[config.mk]
export PLATFORM = sky130hd
export DESIGN_NAME = load_store_unit
export DESIGN_NICKNAME = d
export VERILOG_FILES = /design/src/rtl/lsu_pkg.sv /design/src/rtl/load_extend.sv /design/src/rtl/load_store_unit.sv
export SDC_FILE = /design/constraint.sdc
export NUM_CORES = 1
export LEC_CHECK = 0
export ABC_AREA = 1
export BUFFER_PORTS_ARGS = -buffer_cell sky130_fd_sc_hd__buf_4
export CAP_MARGIN = 20
export CORE_UTILIZATION = 40
export CTS_CLUSTER_SIZE = 24
export DETAILED_ROUTE_END_ITERATION = 8
export PLACE_DENSITY_LB_ADDON = 0.1
export SKIP_CTS_REPAIR_TIMING = 1
export SLEW_MARGIN = 10
export SYNTH_ARGS = -nofsm -noshare
export SYNTH_HDL_FRONTEND = slang
export SYNTH_SLANG_ARGS = --single-unit
[constraint.sdc]
create_clock -name clk -period 1.53 [get_ports clk]
set_clock_uncertainty 0.05 [all_clocks]
set_input_delay 0.306 -clock clk [delete_from_list [all_inputs] [get_ports clk]]
set_output_delay 0.306 -clock clk [all_outputs]
set_load 0.02 [all_outputs]
[src/rtl/lsu_pkg.sv]
// +----------------------------------------------------------------------+
// | lsu_pkg : func3 encodings, FSM state type and access-check helper    |
// | Revision : 1.0                                                       |
// +----------------------------------------------------------------------+
`default_nettype none

package lsu_pkg;

   localparam logic [2:0] F3_B  = 3'b000;
   localparam logic [2:0] F3_H  = 3'b001;
   localparam logic [2:0] F3_W  = 3'b010;
   localparam logic [2:0] F3_BU = 3'b100;
   localparam logic [2:0] F3_HU = 3'b101;

   typedef enum logic [1:0] {
      ST_IDLE      = 2'd0,
      ST_ACCESS    = 2'd1,
      ST_LOAD_WAIT = 2'd2,
      ST_RESP      = 2'd3
   } lsu_state_e;

   // Returns 1 when the request must be refused (illegal width or misaligned).
   function automatic logic access_fault(input logic       is_store,
                                         input logic [2:0] func3,
                                         input logic [1:0] addr_lo);
      logic fault;
      fault = 1'b0;
      case (func3)
         F3_B:    fault = 1'b0;
         F3_H:    fault = addr_lo[0];
         F3_W:    fault = (addr_lo != 2'b00);
         F3_BU:   fault = is_store;
         F3_HU:   fault = is_store | addr_lo[0];
         default: fault = 1'b1;
      endcase
      return fault;
   endfunction

endpackage

`default_nettype wire

[src/rtl/load_extend.sv]
// +----------------------------------------------------------------------+
// | load_extend : selects the addressed byte/halfword and extends it     |
// | Revision : 1.0                                                       |
// +----------------------------------------------------------------------+
`default_nettype none

module load_extend
   import lsu_pkg::*;
(
   input  logic [31:0] rdata,
   input  logic [1:0]  byte_off,
   input  logic [2:0]  func3,
   output logic [31:0] ext_data
);

   logic [7:0]  byte_sel;
   logic [15:0] half_sel;

   always_comb begin
      byte_sel = rdata[{byte_off, 3'b000} +: 8];
      half_sel = byte_off[1] ? rdata[31:16] : rdata[15:0];
      case (func3)
         F3_B:    ext_data = {{24{byte_sel[7]}}, byte_sel};
         F3_BU:   ext_data = {24'd0, byte_sel};
         F3_H:    ext_data = {{16{half_sel[15]}}, half_sel};
         F3_HU:   ext_data = {16'd0, half_sel};
         F3_W:    ext_data = rdata;
         default: ext_data = 32'd0;
      endcase
   end

endmodule

`default_nettype wire

[src/rtl/load_store_unit.sv]
// +----------------------------------------------------------------------+
// | load_store_unit : single-outstanding RV32 load/store to data memory  |
// | Revision : 1.0                                                       |
// +----------------------------------------------------------------------+
`default_nettype none

module load_store_unit
   import lsu_pkg::*;
(
   input  logic        clk,
   input  logic        reset,
   input  logic        req_valid,
   output logic        req_ready,
   input  logic        req_write,
   input  logic [2:0]  req_func3,
   input  logic [31:0] req_addr,
   input  logic [31:0] req_wdata,
   output logic        resp_valid,
   input  logic        resp_ready,
   output logic [31:0] resp_rdata,
   output logic        resp_err,
   output logic        mem_read,
   output logic        mem_write,
   output logic [31:0] mem_addr,
   output logic [31:0] mem_wdata,
   output logic [3:0]  mem_wstrb,
   input  logic [31:0] mem_rdata
);

   lsu_state_e  state_q, state_d;
   logic [2:0]  func3_q, func3_d;
   logic [1:0]  off_q, off_d;
   logic        mem_read_q, mem_read_d;
   logic        mem_write_q, mem_write_d;
   logic [31:0] mem_addr_q, mem_addr_d;
   logic [31:0] mem_wdata_q, mem_wdata_d;
   logic [3:0]  mem_wstrb_q, mem_wstrb_d;
   logic        resp_valid_q, resp_valid_d;
   logic        resp_err_q, resp_err_d;
   logic [31:0] resp_rdata_q, resp_rdata_d;

   logic [31:0] st_wdata;
   logic [3:0]  st_wstrb;
   logic [31:0] ld_data;

   load_extend u_load_extend (
      .rdata    (mem_rdata),
      .byte_off (off_q),
      .func3    (func3_q),
      .ext_data (ld_data)
   );

   // Store data is replicated across lanes so memory only needs the strobes.
   always_comb begin
      st_wdata = req_wdata;
      st_wstrb = 4'b1111;
      case (req_func3)
         F3_B: begin
            st_wdata = {4{req_wdata[7:0]}};
            st_wstrb = 4'b0001 << req_addr[1:0];
         end
         F3_H: begin
            st_wdata = {2{req_wdata[15:0]}};
            st_wstrb = req_addr[1] ? 4'b1100 : 4'b0011;
         end
         default: ;
      endcase
   end

   always_comb begin
      state_d      = state_q;
      func3_d      = func3_q;
      off_d        = off_q;
      mem_read_d   = 1'b0;
      mem_write_d  = 1'b0;
      mem_addr_d   = mem_addr_q;
      mem_wdata_d  = mem_wdata_q;
      mem_wstrb_d  = mem_wstrb_q;
      resp_valid_d = resp_valid_q;
      resp_err_d   = resp_err_q;
      resp_rdata_d = resp_rdata_q;

      case (state_q)
         ST_IDLE: begin
            if (req_valid) begin
               if (access_fault(req_write, req_func3, req_addr[1:0])) begin
                  state_d      = ST_RESP;
                  resp_valid_d = 1'b1;
                  resp_err_d   = 1'b1;
                  resp_rdata_d = 32'd0;
               end else begin
                  state_d     = ST_ACCESS;
                  func3_d     = req_func3;
                  off_d       = req_addr[1:0];
                  mem_addr_d  = {req_addr[31:2], 2'b00};
                  mem_read_d  = ~req_write;
                  mem_write_d = req_write;
                  mem_wdata_d = req_write ? st_wdata : 32'd0;
                  mem_wstrb_d = req_write ? st_wstrb : 4'b0000;
               end
            end
         end
         ST_ACCESS: begin
            if (mem_write_q) begin
               state_d      = ST_RESP;
               resp_valid_d = 1'b1;
               resp_err_d   = 1'b0;
               resp_rdata_d = 32'd0;
            end else begin
               state_d = ST_LOAD_WAIT;
            end
         end
         ST_LOAD_WAIT: begin
            state_d      = ST_RESP;
            resp_valid_d = 1'b1;
            resp_err_d   = 1'b0;
            resp_rdata_d = ld_data;
         end
         ST_RESP: begin
            if (resp_ready) begin
               state_d      = ST_IDLE;
               resp_valid_d = 1'b0;
               resp_err_d   = 1'b0;
               resp_rdata_d = 32'd0;
            end
         end
         default: state_d = ST_IDLE;
      endcase
   end

   always_ff @(posedge clk) begin
      if (reset) begin
         state_q      <= ST_IDLE;
         func3_q      <= 3'd0;
         off_q        <= 2'd0;
         mem_read_q   <= 1'b0;
         mem_write_q  <= 1'b0;
         mem_addr_q   <= 32'd0;
         mem_wdata_q  <= 32'd0;
         mem_wstrb_q  <= 4'd0;
         resp_valid_q <= 1'b0;
         resp_err_q   <= 1'b0;
         resp_rdata_q <= 32'd0;
      end else begin
         state_q      <= state_d;
         func3_q      <= func3_d;
         off_q        <= off_d;
         mem_read_q   <= mem_read_d;
         mem_write_q  <= mem_write_d;
         mem_addr_q   <= mem_addr_d;
         mem_wdata_q  <= mem_wdata_d;
         mem_wstrb_q  <= mem_wstrb_d;
         resp_valid_q <= resp_valid_d;
         resp_err_q   <= resp_err_d;
         resp_rdata_q <= resp_rdata_d;
      end
   end

   assign req_ready  = (state_q == ST_IDLE) && !reset;
   assign resp_valid = resp_valid_q;
   assign resp_err   = resp_err_q;
   assign resp_rdata = resp_rdata_q;
   assign mem_read   = mem_read_q;
   assign mem_write  = mem_write_q;
   assign mem_addr   = mem_addr_q;
   assign mem_wdata  = mem_wdata_q;
   assign mem_wstrb  = mem_wstrb_q;

endmodule

`default_nettype wire

# After elaboration in Yosys (flattened, before gate mapping)
# Index checks and enable logic that the tools add are counted.
# W data, S select, Z words.
[word_totals]
word_cells = 70
reg_bits = 109
input_bits = 104
[classes]
reduce_logical = 10
n_eq_ne = 15
bitwise_logic = 5
n_shift = 2
n_mux = 27
[op_table]
columns = ["cell", "n"]
rows = [
  ["$mux W32", 5],
  ["$pmux W32 S5", 1],
  ["$pmux W32 S4", 1],
  ["$pmux W32 S2", 1],
  ["$shiftx A32 B6 Y8", 1],
  ["$mux W16", 1],
  ["$eq A3 B3 Y1 const B", 4],
  ["$mux W1", 8],
  ["$mux W4", 2],
  ["$ne A2 B2 Y1 const B", 4],
  ["$pmux W1 S4", 2],
  ["$pmux W2 S4", 1],
  ["$pmux W4 S2", 1],
  ["$eq A3 B1 Y1 const B", 2],
  ["$eq A3 B2 Y1 const B", 2],
  ["$logic_not A3 Y1", 2],
  ["$mux W2", 3],
  ["$pmux W1 S5", 1],
  ["$eq A2 B2 Y1 const B", 2],
  ["$not A1 Y1", 4],
  ["$reduce_and A4 Y1", 1],
  ["$reduce_or A4 Y1", 1],
  ["$shl A1 B2 Y4 const A", 1],
  ["$reduce_and A3 Y1", 1],
  ["other kinds (7)", 7],
]

# Logic depth before layout (Yosys ltp)
[logic_depth]
word_depth = 7
ltp_mapped = 12

# Hierarchy
# From an unflattened synthesis, not the netlist that was laid out.
[hier_totals]
hier_cells = 1048
hier_area_um2 = 6207.2
[modules_own_cells]
columns = ["mod", "cells_each", "area_each_um2", "seq_area_each_um2", "instances"]
rows = [
  ["load_store_unit", 850, 5310.1, 2182.1, 1],
  ["load_extend", 198, 897.1, 0.0, 1],
]

# Worst setup path before layout
# No wires, ideal clock.
[synth_path]
path_type = "register to register"
startpoint = "reg state_q[0]"
endpoint = "reg resp_valid_q (netlist: resp_valid)"
path_buffers = 1
slack_ns = -0.181
t_arrival_ns = 1.596
path_stages_with_launch = 11
period_less_slack_ns = 1.711
path_cell_list = "dfxtp_1 -> inv_1 -> ha_1 -> nand2_1 -> nand2_1 -> inv_1 -> nand2_1 -> a21oi_2 -> buf_4 -> nor2_1 -> nor2_1"
[synth_via]
elab_chain_len = 3
word_cells_on_any_way = 10
classes_between = "7 x eq/ne; 1 x mux; 2 x reduce/logical"
[synth_rtl]
columns = ["item", "line", "source"]
rows = [
  ["start, declared", "load_store_unit.sv:30", "lsu_state_e state_q, state_d;"],
  ["start signal, assigned", "load_store_unit.sv:145", "state_q <= state_d;"],
  ["$eq A2 B1 Y1 (tied with other cells)", "load_store_unit.sv:83", "case (state_q)"],
  ["$ne A2 B2 Y1 (no line)", "n/a", ""],
  ["$reduce_and A4 Y1 (no line)", "n/a", ""],
  ["end signal, assigned", "load_store_unit.sv:153", "resp_valid_q <= resp_valid_d;"],
  ["end, declared", "load_store_unit.sv:38", "logic resp_valid_q, resp_valid_d;"],
]
# Parallel ways exist; a longest one is shown, timed or not.
# A chain may end at the register's enable or synchronous reset.

# Final worst setup path
[layout_path]
startpoint = "reg state_q[1]"
endpoint = "out req_ready"
[layout_via]
elab_chain_len = 2
[layout_rtl]
columns = ["item", "line", "source"]
rows = [
  ["$logic_not A2 Y1", "load_store_unit.sv:159", "assign req_ready = (state_q == ST_IDLE) && !reset;"],
  ["$logic_and A1 B1 Y1", "load_store_unit.sv:159", ""],
  ["end, declared", "load_store_unit.sv:13", "output logic req_ready,"],
]
# Every way passes these cells.

==> results.tsv <==
stage	metric	value	unit
critical_path	required	1.17	ns
grt	grt_max_degree	33	
sta	hold_viol_final	0	
critical_path	critPathMaxStageDelay	0.34	ns
synthesis	yosys_warnings	0	
place	portBuffers	206	
synthesis	ys_seq_area_share	38.82	%
clocking	cts_tree	done	
die	core.rowCount	42	
die	start_util	41.78	%
synthesis	synth.area.top_cells	dfxtp_1 (39%), nand2_1 (24%), nor2_1 (10%)	
route	drtAntennaViolNets	0	
synthesis	synth_top_cell_by_area	dfxtp_1	
synthesis	synth_top_area_share	38.82	%
die	die_y	120.5	um
job	max_cap_violations	0	
sta	finalMaxSlewViolations	0	
place	place_ws	-0.2114	ns
critical_path	cp_data_arrival_time	1.28	ns
sta	finalCritPeriodShare	107.2	%
power_and_ir_drop	power_density	1507	nW/um^2
die	num_io_pins	209	
synthesis	ys_ff_latch	109	
layout	drive_above_1_share	35.52	%
place	place_congestion	0.8760	
place	dp.cells	1314	
synthesis	postSynthAreaPerCell	5.992	sq um
route	vias	6331	
route	dr.pass1.iters	5	
route	post_drt_wl_per_cell	13.33	um
route	drt-total-wl	17990	um
grt	antenna_found_initial	0	
power_and_ir_drop	p_leak	4.330	nW
grt	grt_remaining_overflow	0	
place	hpwl	11880	um
critical_path	worst_path_max_delay_cell	dfxtp_2	
critical_path	worstSetupPathType	flip-flop to output port	
grt	grt_use_total	22.47	%
layout	final_cell_mix	nand2_1 (290), buf_4 (240), nor2_1 (145)	
layout	synthToLayoutAreaGrowth	57.50	%
sta	setup_viol	94	
route	drt-initial-drc-count	343	
sta	min_period	1.641	ns
clocking	clockBufferDepth	2	
die	coreArea	13450	sq um
clocking	h-tree-depth	3	
layout	n_antenna_cell	0	
status	status	finished with violations	
power_and_ir_drop	ir_drop	822.3	uV
die	die-area	14530	sq um
synthesis	synthCells	938	
clocking	cts_made_buffers	9	
sta	rsz0062_at_grt	yes	
critical_path	end_kind	output port	
clocking	worstSkewPairLatency	0.36	ns
layout	instances_no_fill	1350	
status	violations	negative setup slack	
sta	whs	0.1447	ns
sta	fmax	609.5	MHz
route	via_per_inst	4.690	
grt	grt_pass1_vias	5534	
clocking	cts_root_buffer	clkbuf_16	
critical_path	path_cells	inv_2, ha_4, buf_6, inv_2, nor2_2, buf_6	
critical_path	cp-start-kind	flip-flop	
synthesis	syn_area	5620	sq um
power_and_ir_drop	total_power	13.34	mW
grt	grt_pass1_wl	26130	um
die	fp.dieW	120.5	um
clocking	clk_pin_slew_worst_paths	0.07	ns
sta	finalWorstSetupSlack	-0.1107	ns
synthesis	synth_cell_type_count	24	
min_path	min_path_type	input port to flip-flop	
layout	nets	1278	
sta	tns	-3.699	ns
critical_path	cp_max_fo	3	
clocking	cts_sinks	109	
route	drc	0	
layout	final_common_cell	nand2_1	
-- state kept, by name, indices dropped and copies added, names as in the netlist --
signal	cells
func3_q	3
mem_addr	30
mem_read	1
mem_wdata	32
mem_write	1
mem_wstrb	4
off_q	2
resp_err	1
resp_rdata	32
resp_valid	1
state_q	2
-- worst max-delay path, delay by kind of cell, from the launching register on --
family	cells	cell delay [ns]
DFF	1	0.34
adders and majority gates	1	0.14
and+or+nand+nor	1	0.11
buffers and inverters	4	0.34
-- report_power, final --
group          switching [mW]  leakage [nW]  total, mW  internal [mW]
sequential              0.392         0.890       3.88           3.49
clock                    1.13         0.153       2.46           1.33
combinational            3.79          3.29       7.00           3.21
-- cell usage after synthesis --
master	instances
a21oi_1	79
a21oi_2	1
buf_1	6
buf_2	21
buf_4	4
buf_6	2
clkbuf_1	20
clkinv_1	1
conb_1	1
dfxtp_1	109
ha_1	5
inv_1	101
inv_2	3
nand2_1	360
nand2_2	1
nand3_1	24
nand3_4	1
nand4_1	1
nor2_1	150
nor2_4	2
nor3_1	2
o21ai_0	42
o21ai_1	1
or2_2	1
-- metal layers --
metal | share of wire, % | GRT usage (%) | vias up | wire [um]
met4 | 1.8 | 6.250 | 0 | 317
met5 | 0 | 0 | - | 0
li1 | - | - | 3301 | -
met3 | 7.3 | 6.887 | 28 | 1311
met2 | 48 | 36.64 | 214 | 8619
met1 | 43 | 28.57 | 2788 | 7745
-- worst paths after layout --
path	start	end	slack, ns	cells past startpoint
worst max-delay path	state_q[1]	req_ready	-0.11	6
worst min-delay path	req_addr[13]	mem_addr[13]	0.14	3
worst max register to register	state_q[1]	resp_rdata[19]	-0.08	12
worst min register to register	mem_addr[30]	mem_addr[30]	0.41	2
-- through the flow --
| step | cell area [sq um] | utilization (%) |
|---|---|---|
| global placement | 7674 | 57.04 |
| detailed placement | 7674 | 57.04 |
| floorplan | 5688 | - |
| finish | 8852 | 65.80 |
| CTS | 7983 | 59.34 |
| global route | 8852 | 65.80 |
-- area by class of cell --
cell class | count | area [sq um]
Fill cell | 1312 | 4601
Multi-Input combinational cell | 673 | 3306
Timing Repair Buffer | 271 | 2424
Sequential cell | 109 | 2185
Inverter | 105 | 409.1
Clock buffer | 10 | 239.0
Tap cell | 176 | 220.2
Clock inverter | 6 | 70.07
-- kinds of logic (layout without fill, tap and decap cells) --
group                      Yosys count  count (layout)  synth area share, %
AOI/OAI and AO/OA                  123             123                11.02
other                                1               2              0.06672
and+or+nand+nor                    542             543                37.42
adders and majority gates            5               5                1.113
DFF                                109             109                38.82
buffers and inverters              158             392                11.55
No activity file was read; power rests on OpenSTA's default activity.
